### config.mk
export PLATFORM = sky130hd
export DESIGN_NAME = branch_ctrl_flat
export DESIGN_NICKNAME = d
export VERILOG_FILES = /design/src/rtl/branch_ctrl_pkg.sv /design/src/rtl/branch_ctrl_if.sv /design/src/rtl/branch_cond_eval.sv /design/src/rtl/sync_rst_dff.sv /design/src/rtl/branch_ctrl.sv /design/src/flat_wrapper.sv
export SDC_FILE = /design/constraint.sdc
export NUM_CORES = 1
export LEC_CHECK = 0
export BUFFER_PORTS_ARGS = -buffer_cell sky130_fd_sc_hd__buf_2
export CORE_MARGIN = 3
export CORE_UTILIZATION = 50
export CTS_CLUSTER_SIZE = 24
export DETAILED_ROUTE_END_ITERATION = 8
export PLACE_DENSITY = 0.76
export SETUP_SLACK_MARGIN = 0.15
export SLEW_MARGIN = 20
export SYNTH_ARGS = -nofsm -noshare
export SYNTH_HDL_FRONTEND = slang
export SYNTH_SLANG_ARGS = --single-unit
### constraint.sdc
create_clock -name clk -period 5.8 [get_ports clk]
set_clock_uncertainty 0.1 [all_clocks]
set_input_delay 1.45 -clock clk [delete_from_list [all_inputs] [get_ports clk]]
set_output_delay 1.45 -clock clk [all_outputs]
set_load 0.02 [all_outputs]
### src/rtl/branch_ctrl_pkg.sv
// Shared types for the conditional-branch controller: operand width, branch
// condition encodings, FSM state encodings and the saturating-count helper.
package branch_ctrl_pkg;

    localparam int XLEN = 16;

    typedef logic [XLEN-1:0] word_t;

    localparam word_t WORD_ZERO = '0;
    localparam word_t CNT_MAX   = '1;

    typedef enum logic [1:0] {
        BR_BEQZ = 2'b00,
        BR_BNEZ = 2'b01,
        BR_BLTZ = 2'b10,
        BR_BGEZ = 2'b11
    } br_op_t;

    typedef enum logic [1:0] {
        S_IDLE     = 2'b00,
        S_WAIT_RS  = 2'b01,
        S_EVAL     = 2'b10,
        S_REDIRECT = 2'b11
    } state_t;

    function automatic word_t sat_inc(input word_t v);
        return (v == CNT_MAX) ? v : word_t'(v + word_t'(1));
    endfunction

endpackage

### src/rtl/branch_ctrl_if.sv
// Decode/fetch-side bundle of the branch controller: branch request, Rs operand,
// redirect handshake, squash/retire pulses and statistics.
interface branch_ctrl_if;
    import branch_ctrl_pkg::*;

    logic   br_valid;
    br_op_t br_op;
    word_t  br_pc_inc;
    word_t  br_imm;
    word_t  rs_data;
    logic   rs_ready;
    logic   redirect_ready;
    logic   cnt_clr;

    logic   br_stall;
    logic   redirect_valid;
    word_t  redirect_pc;
    logic   flush;
    logic   br_done;
    word_t  taken_cnt;
    word_t  ntaken_cnt;

    modport master (
        output br_valid, br_op, br_pc_inc, br_imm, rs_data, rs_ready,
               redirect_ready, cnt_clr,
        input  br_stall, redirect_valid, redirect_pc, flush, br_done,
               taken_cnt, ntaken_cnt
    );

    modport slave (
        input  br_valid, br_op, br_pc_inc, br_imm, rs_data, rs_ready,
               redirect_ready, cnt_clr,
        output br_stall, redirect_valid, redirect_pc, flush, br_done,
               taken_cnt, ntaken_cnt
    );

endinterface

### src/rtl/branch_cond_eval.sv
// Combinational branch-condition decode on the latched Rs value.
// Latency: zero cycles; no backpressure.
module branch_cond_eval
    import branch_ctrl_pkg::*;
(
    input  word_t  rs,
    input  br_op_t op,
    output logic   taken
);

    always_comb begin
        taken = 1'b0;
        case (op)
            BR_BEQZ: taken = (rs == WORD_ZERO);
            BR_BNEZ: taken = (rs != WORD_ZERO);
            BR_BLTZ: taken = rs[XLEN-1];
            BR_BGEZ: taken = ~rs[XLEN-1];
            default: taken = 1'b0;
        endcase
    end

endmodule

### src/rtl/sync_rst_dff.sv
// Generic register cell with synchronous active-high reset to RST_VAL.
// Latency: one clock; no backpressure.
module sync_rst_dff #(
    parameter type T       = logic,
    parameter T    RST_VAL = T'('0)
) (
    input  logic clk,
    input  logic rst,
    input  T     d,
    output T     q
);

    always_ff @(posedge clk) begin
        if (rst) q <= RST_VAL;
        else     q <= d;
    end

endmodule

### src/rtl/branch_ctrl.sv
// Resolves one conditional branch at a time: waits for Rs, evaluates, then offers a
// redirect to fetch. Not-taken retires 1 cycle after issue, taken redirects at cycle 2;
// decode is stalled while busy and the redirect holds until fetch accepts it.
module branch_ctrl
    import branch_ctrl_pkg::*;
(
    input  logic         clk,
    input  logic         rst,
    branch_ctrl_if.slave bus
);

    state_t state_q, state_d;
    br_op_t op_q, op_d;
    word_t  pc_inc_q, pc_inc_d;
    word_t  imm_q, imm_d;
    word_t  rs_q, rs_d;
    word_t  target_q, target_d;
    word_t  taken_cnt_q, taken_cnt_d;
    word_t  ntaken_cnt_q, ntaken_cnt_d;

    logic taken;
    logic inc_taken, inc_ntaken;
    logic done_c, flush_c, rv_c;

    branch_cond_eval u_cond (.rs(rs_q), .op(op_q), .taken(taken));

    sync_rst_dff #(.T(state_t), .RST_VAL(S_IDLE))    u_state      (.clk(clk), .rst(rst), .d(state_d),      .q(state_q));
    sync_rst_dff #(.T(br_op_t), .RST_VAL(BR_BEQZ))   u_op         (.clk(clk), .rst(rst), .d(op_d),         .q(op_q));
    sync_rst_dff #(.T(word_t),  .RST_VAL(WORD_ZERO)) u_pc_inc     (.clk(clk), .rst(rst), .d(pc_inc_d),     .q(pc_inc_q));
    sync_rst_dff #(.T(word_t),  .RST_VAL(WORD_ZERO)) u_imm        (.clk(clk), .rst(rst), .d(imm_d),        .q(imm_q));
    sync_rst_dff #(.T(word_t),  .RST_VAL(WORD_ZERO)) u_rs         (.clk(clk), .rst(rst), .d(rs_d),         .q(rs_q));
    sync_rst_dff #(.T(word_t),  .RST_VAL(WORD_ZERO)) u_target     (.clk(clk), .rst(rst), .d(target_d),     .q(target_q));
    sync_rst_dff #(.T(word_t),  .RST_VAL(WORD_ZERO)) u_taken_cnt  (.clk(clk), .rst(rst), .d(taken_cnt_d),  .q(taken_cnt_q));
    sync_rst_dff #(.T(word_t),  .RST_VAL(WORD_ZERO)) u_ntaken_cnt (.clk(clk), .rst(rst), .d(ntaken_cnt_d), .q(ntaken_cnt_q));

    always_comb begin
        state_d    = state_q;
        op_d       = op_q;
        pc_inc_d   = pc_inc_q;
        imm_d      = imm_q;
        rs_d       = rs_q;
        target_d   = target_q;
        inc_taken  = 1'b0;
        inc_ntaken = 1'b0;
        done_c     = 1'b0;
        flush_c    = 1'b0;
        rv_c       = 1'b0;

        case (state_q)
            S_IDLE: begin
                if (bus.br_valid) begin
                    op_d     = bus.br_op;
                    pc_inc_d = bus.br_pc_inc;
                    imm_d    = bus.br_imm;
                    if (bus.rs_ready) begin
                        rs_d    = bus.rs_data;
                        state_d = S_EVAL;
                    end else begin
                        state_d = S_WAIT_RS;
                    end
                end
            end
            S_WAIT_RS: begin
                if (bus.rs_ready) begin
                    rs_d    = bus.rs_data;
                    state_d = S_EVAL;
                end
            end
            S_EVAL: begin
                if (taken) begin
                    inc_taken = 1'b1;
                    target_d  = word_t'(pc_inc_q + imm_q);
                    state_d   = S_REDIRECT;
                end else begin
                    inc_ntaken = 1'b1;
                    done_c     = 1'b1;
                    state_d    = S_IDLE;
                end
            end
            S_REDIRECT: begin
                rv_c = 1'b1;
                if (bus.redirect_ready) begin
                    flush_c = 1'b1;
                    done_c  = 1'b1;
                    state_d = S_IDLE;
                end
            end
            default: state_d = S_IDLE;
        endcase

        // A reset cycle must not leak a squash or retire pulse from whatever state we were in.
        if (rst) begin
            done_c  = 1'b0;
            flush_c = 1'b0;
            rv_c    = 1'b0;
        end

        taken_cnt_d  = bus.cnt_clr ? WORD_ZERO
                     : (inc_taken ? sat_inc(taken_cnt_q) : taken_cnt_q);
        ntaken_cnt_d = bus.cnt_clr ? WORD_ZERO
                     : (inc_ntaken ? sat_inc(ntaken_cnt_q) : ntaken_cnt_q);
    end

    assign bus.br_stall       = (state_q != S_IDLE);
    assign bus.redirect_valid = rv_c;
    assign bus.redirect_pc    = target_q;
    assign bus.flush          = flush_c;
    assign bus.br_done        = done_c;
    assign bus.taken_cnt      = taken_cnt_q;
    assign bus.ntaken_cnt     = ntaken_cnt_q;

endmodule
### src/flat_wrapper.sv
// flat-port wrapper written by rule: the top's interface ports become plain ports
module branch_ctrl_flat import branch_ctrl_pkg::*;
  (clk, rst, bus_br_valid, bus_br_op, bus_br_pc_inc, bus_br_imm, bus_rs_data, bus_rs_ready, bus_redirect_ready, bus_cnt_clr, bus_br_stall, bus_redirect_valid, bus_redirect_pc, bus_flush, bus_br_done, bus_taken_cnt, bus_ntaken_cnt);
  branch_ctrl_if bus_i ();
  input  logic clk;
  input  logic rst;
  input wire logic [$bits(bus_i.br_valid)-1:0] bus_br_valid;
  input wire logic [$bits(bus_i.br_op)-1:0] bus_br_op;
  input wire logic [$bits(bus_i.br_pc_inc)-1:0] bus_br_pc_inc;
  input wire logic [$bits(bus_i.br_imm)-1:0] bus_br_imm;
  input wire logic [$bits(bus_i.rs_data)-1:0] bus_rs_data;
  input wire logic [$bits(bus_i.rs_ready)-1:0] bus_rs_ready;
  input wire logic [$bits(bus_i.redirect_ready)-1:0] bus_redirect_ready;
  input wire logic [$bits(bus_i.cnt_clr)-1:0] bus_cnt_clr;
  output wire logic [$bits(bus_i.br_stall)-1:0] bus_br_stall;
  output wire logic [$bits(bus_i.redirect_valid)-1:0] bus_redirect_valid;
  output wire logic [$bits(bus_i.redirect_pc)-1:0] bus_redirect_pc;
  output wire logic [$bits(bus_i.flush)-1:0] bus_flush;
  output wire logic [$bits(bus_i.br_done)-1:0] bus_br_done;
  output wire logic [$bits(bus_i.taken_cnt)-1:0] bus_taken_cnt;
  output wire logic [$bits(bus_i.ntaken_cnt)-1:0] bus_ntaken_cnt;
  assign bus_i.br_valid = bus_br_valid;
  assign bus_i.br_op = bus_br_op;
  assign bus_i.br_pc_inc = bus_br_pc_inc;
  assign bus_i.br_imm = bus_br_imm;
  assign bus_i.rs_data = bus_rs_data;
  assign bus_i.rs_ready = bus_rs_ready;
  assign bus_i.redirect_ready = bus_redirect_ready;
  assign bus_i.cnt_clr = bus_cnt_clr;
  assign bus_br_stall = bus_i.br_stall;
  assign bus_redirect_valid = bus_i.redirect_valid;
  assign bus_redirect_pc = bus_i.redirect_pc;
  assign bus_flush = bus_i.flush;
  assign bus_br_done = bus_i.br_done;
  assign bus_taken_cnt = bus_i.taken_cnt;
  assign bus_ntaken_cnt = bus_i.ntaken_cnt;
  branch_ctrl u_core (.clk(clk), .rst(rst), .bus(bus_i));
endmodule
==> results by group <==
Synthesis
  – Post-synth ARST share: 0%
  – Post-Syn Area: 0.00496 mm^2
  – Cell variety after synth: 67
  – Sequential share of the synthesized area: 40.3%
  – Predominant post-synthesis flop cell: dfxtp_1
  – Mux contribution to synthesized area: 0.227%
  – Synth Area in Compound Gates: 22.5%
  – Combinational family with the most area after synthesis: simple AND/OR/NAND/NOR gates
  – Post-Syn Nets: 692
  – Xor/xnor share of the synthesized area: 1.74%
  – Area share of and/or/nand/nor cells after synthesis: 26.3%
  – Synthesized-area fraction occupied by adder cells: 4.69%
  – #FFs+latches synth: 100
  – Yosys warning count: 0
  – Syn avg cell area: 8.03 um^2
  – EDFF count, synth: 0
  – Post-Synthesis Cells: 618

Drt
  – Post-DR wirelength/cell: 14.0 um
  – Number of detailed-route iterations in the first pass: 4
  – Antenna-violating nets left: 0
  – DR vias/cell: 5.56
  – Drt drc: 0
  – Initial DRC Count: 265
  – Via count: 4644
  – Final wirelength: 11.7 mm

Floorplan
  – Core area: 0.00946 mm^2
  – FP Rows: 35
  – Total die area: 0.0112 mm^2
  – Initial core utilization: 52.5%
  – I/O pins: 108
  – Die width: 106 um
  – Die H: 106 um

Timing
  – Hold Vio Cnt, Final: 0
  – Unrepaired setup endpoints after global routing: no
  – F_max: 259 MHz
  – Worst-Margin Slew: 702 ps
  – Max-slew headroom: 53.2%
  – Post-route minimum period: 3860 ps
  – Final worst-path cycle share: 66.6%
  – Endpoints failing setup: 0
  – Slew Viols, Final: 0
  – Setup TNS: 0 ps
  – Final hold slack: 358 ps

Power and ir drop
  – Comb power frac: 15.2%
  – VDD IR max: 106 uV
  – Leakage: 2.33 nW
  – Clock share of power: 30.6%
  – Sw Ratio: 29.7%
  – PD cells: 237 mW/mm^2
  – Cell Int Power: 0.952 mW
  – Flop pwr share: 54.2%
  – Switch Pwr: 0.401 mW

CTS
  – Postcts setup bufs: 0
  – CTS H-tree lvls: 3
  – Sink Count: 100
  – CTS root buffer: clkbuf_8
  – Clk buf depth: 2
  – Hold buffers post-CTS: 0
  – CTS tree: built
  – TritonCTS Buffers: 9
  – Clock transition at path regs: 90 ps
  – Clk Latency, worst-skew pair: 360 ps
  – CTS-repair resized insts: 0

Worst hold path
  – Hold depth: 2
  – Hold/Removal Path Class: flip-flop to flip-flop

Setup path
  – Setup crit start kind: primary input
  – Crit path arrival time: 2310 ps
  – Most frequent CP cell: buf_2
  – Crit-path cells: buf_2 > nor3_1 > and2_1 > a31o_2 > buf_2
  – CP peak stage delay: 260 ps
  – Buffers & Inverters on Critical Path: 2
  – WP depth: 5
  – Critical Path RT: 4250 ps
  – Family with the most delay on the worst path: simple AND/OR/NAND/NOR gates
  – Slowest-stage cell, CP: nor3_1
  – R2R depth: 8
  – Worst-path fanout max: 5
  – CP Capture Type: output pin
  – CP Class: primary input to output pin

Placed design
  – Gpl congestion: 0.859
  – Placed instance area: 0.00550 mm^2
  – Input/output buffers: 107
  – HPWL Detailed: 8.43 mm

GRT
  – Largest net degree at the start of global routing: 71
  – First-pass GRT wire length: 19.3 mm
  – Vias in the first global route: 4216
  – Initial antenna violation count: 0
  – Global Route Usage Sum: 20.7%
  – Grt ovf: 0

Layout
  – Most frequent cells in the layout: nand2_1, buf_2, dfxtp_1
  – Area Growth Syn to Fin: 15.0%
  – Commonest non-fill, non-tap cell in the layout: nand2_1
  – Inserted Diodes: 0
  – Final #Nets: 775
  – Fin area: 0.00571 mm^2
  – Layout cell share with drive strength beyond 1: 20.7%

Flow run
  – Max_cap viols: 0

Run status
  – Status: finished, final reports clean
[stage by stage]
stage	std cells	total power, mW	setup WS (ps)	util (%)
after CTS	834	1.36	1930	60.1
final	835	1.35	1940	60.4
after floorplan	618	0.900	1530	-
after detailed placement	818	0.950	1940	58.1
after global placement	818	0.945	2000	58.1
after global routing	835	1.42	1860	60.4
[cell usage after synthesis (4+ instances only)]
master    instances  area [um^2]
a21oi_1          97          485
dfxtp_1         100         2000
nand4_1           7         43.8
o21ai_0          18         90.1
o311ai_1          4         35.0
o41ai_1           6         52.6
buf_2             8         40.0
nand2_1         144          541
ha_1             17          213
or3_1            16          100
or4_1            13         97.6
o31ai_1          11         82.6
nand3b_1          6         45.0
nor2_1           20         75.1
and3_1            6         37.5
nor3_1            9         45.0
o211ai_1          5         37.5
a21o_1            8         60.1
nand3_1          17         85.1
buf_4             4         30.0
xnor2_1           5         43.8
nor4_1            4         25.0
inv_1             9         33.8
clkbuf_1         22         82.6
[power groups by stage]
stage                     registers (mW)  clock network [mW]  logic, mW
after global routing               0.737               0.452      0.233
after CTS                          0.733               0.425      0.203
final                              0.734               0.414      0.206
after floorplan                    0.746                   0      0.153
after global placement             0.748                   0      0.197
after detailed placement           0.749                   0      0.201
[path summary, 6_finish.rpt]
check,slack [ps],startpoint,to
max,1940,rst,bus_br_done
min reg2reg,360,u_core.u_target.q[5],u_core.u_target.q[5]
max reg2reg,3040,u_core.u_imm.q[0],u_core.u_target.q[14]
min,360,u_core.u_target.q[5],u_core.u_target.q[5]
[cells by family after synthesis]
| family | after synthesis |
|---|---|
| AO/OA/AOI/OAI | 177 |
| XOR/XNOR | 9 |
| adder cells (fa/ha/maj) | 18 |
| buffers and inverters | 47 |
| flip-flops | 100 |
| multiplexers | 1 |
| AND/OR/NAND/NOR | 266 |
[worst register-to-register path, delay by kind of cell (launching register included)]
family	cells	cell delay, ps
AO/OA/AOI/OAI	4	1050
adder cells (fa/ha/maj)	2	660
flip-flops	1	320
AND/OR/NAND/NOR	2	520
[area by class of cell]
class / count / area (um^2)
fill: 925 / 3750
multi-input combinational: 471 / 2770
sequential: 100 / 2000
timing repair buffer: 110 / 558
tap: 129 / 161
clock buffer: 9 / 124
clock inverter: 7 / 58.8
inverter: 9 / 33.8
[sequential cells by signal (all words and copies together), names as in the netlist]
name and flops:
u_core.u_ntaken_cnt.q 16, u_core.u_imm.q 16, u_core.u_op.q 2, u_core.u_rs.q 16
u_core.u_target.q 16, u_core.u_pc_inc.q 16, u_core.u_state.q 2, u_core.u_taken_cnt.q 16
[metal layers]
| layer | part of all wire (%) | global-route usage, % | wire (um) | vias up |
|---|---|---|---|---|
| met3 | 4.6 | 3.00 | 535 | 10 |
| met4 | 1.3 | 7.12 | 149 | 0 |
| li1 | - | - | - | 2392 |
| met2 | 46 | 32.8 | 5320 | 113 |
| met5 | 0 | 0 | 0 | - |
| met1 | 49 | 28.9 | 5660 | 2129 |
Power figures use the tool's default switching activity.
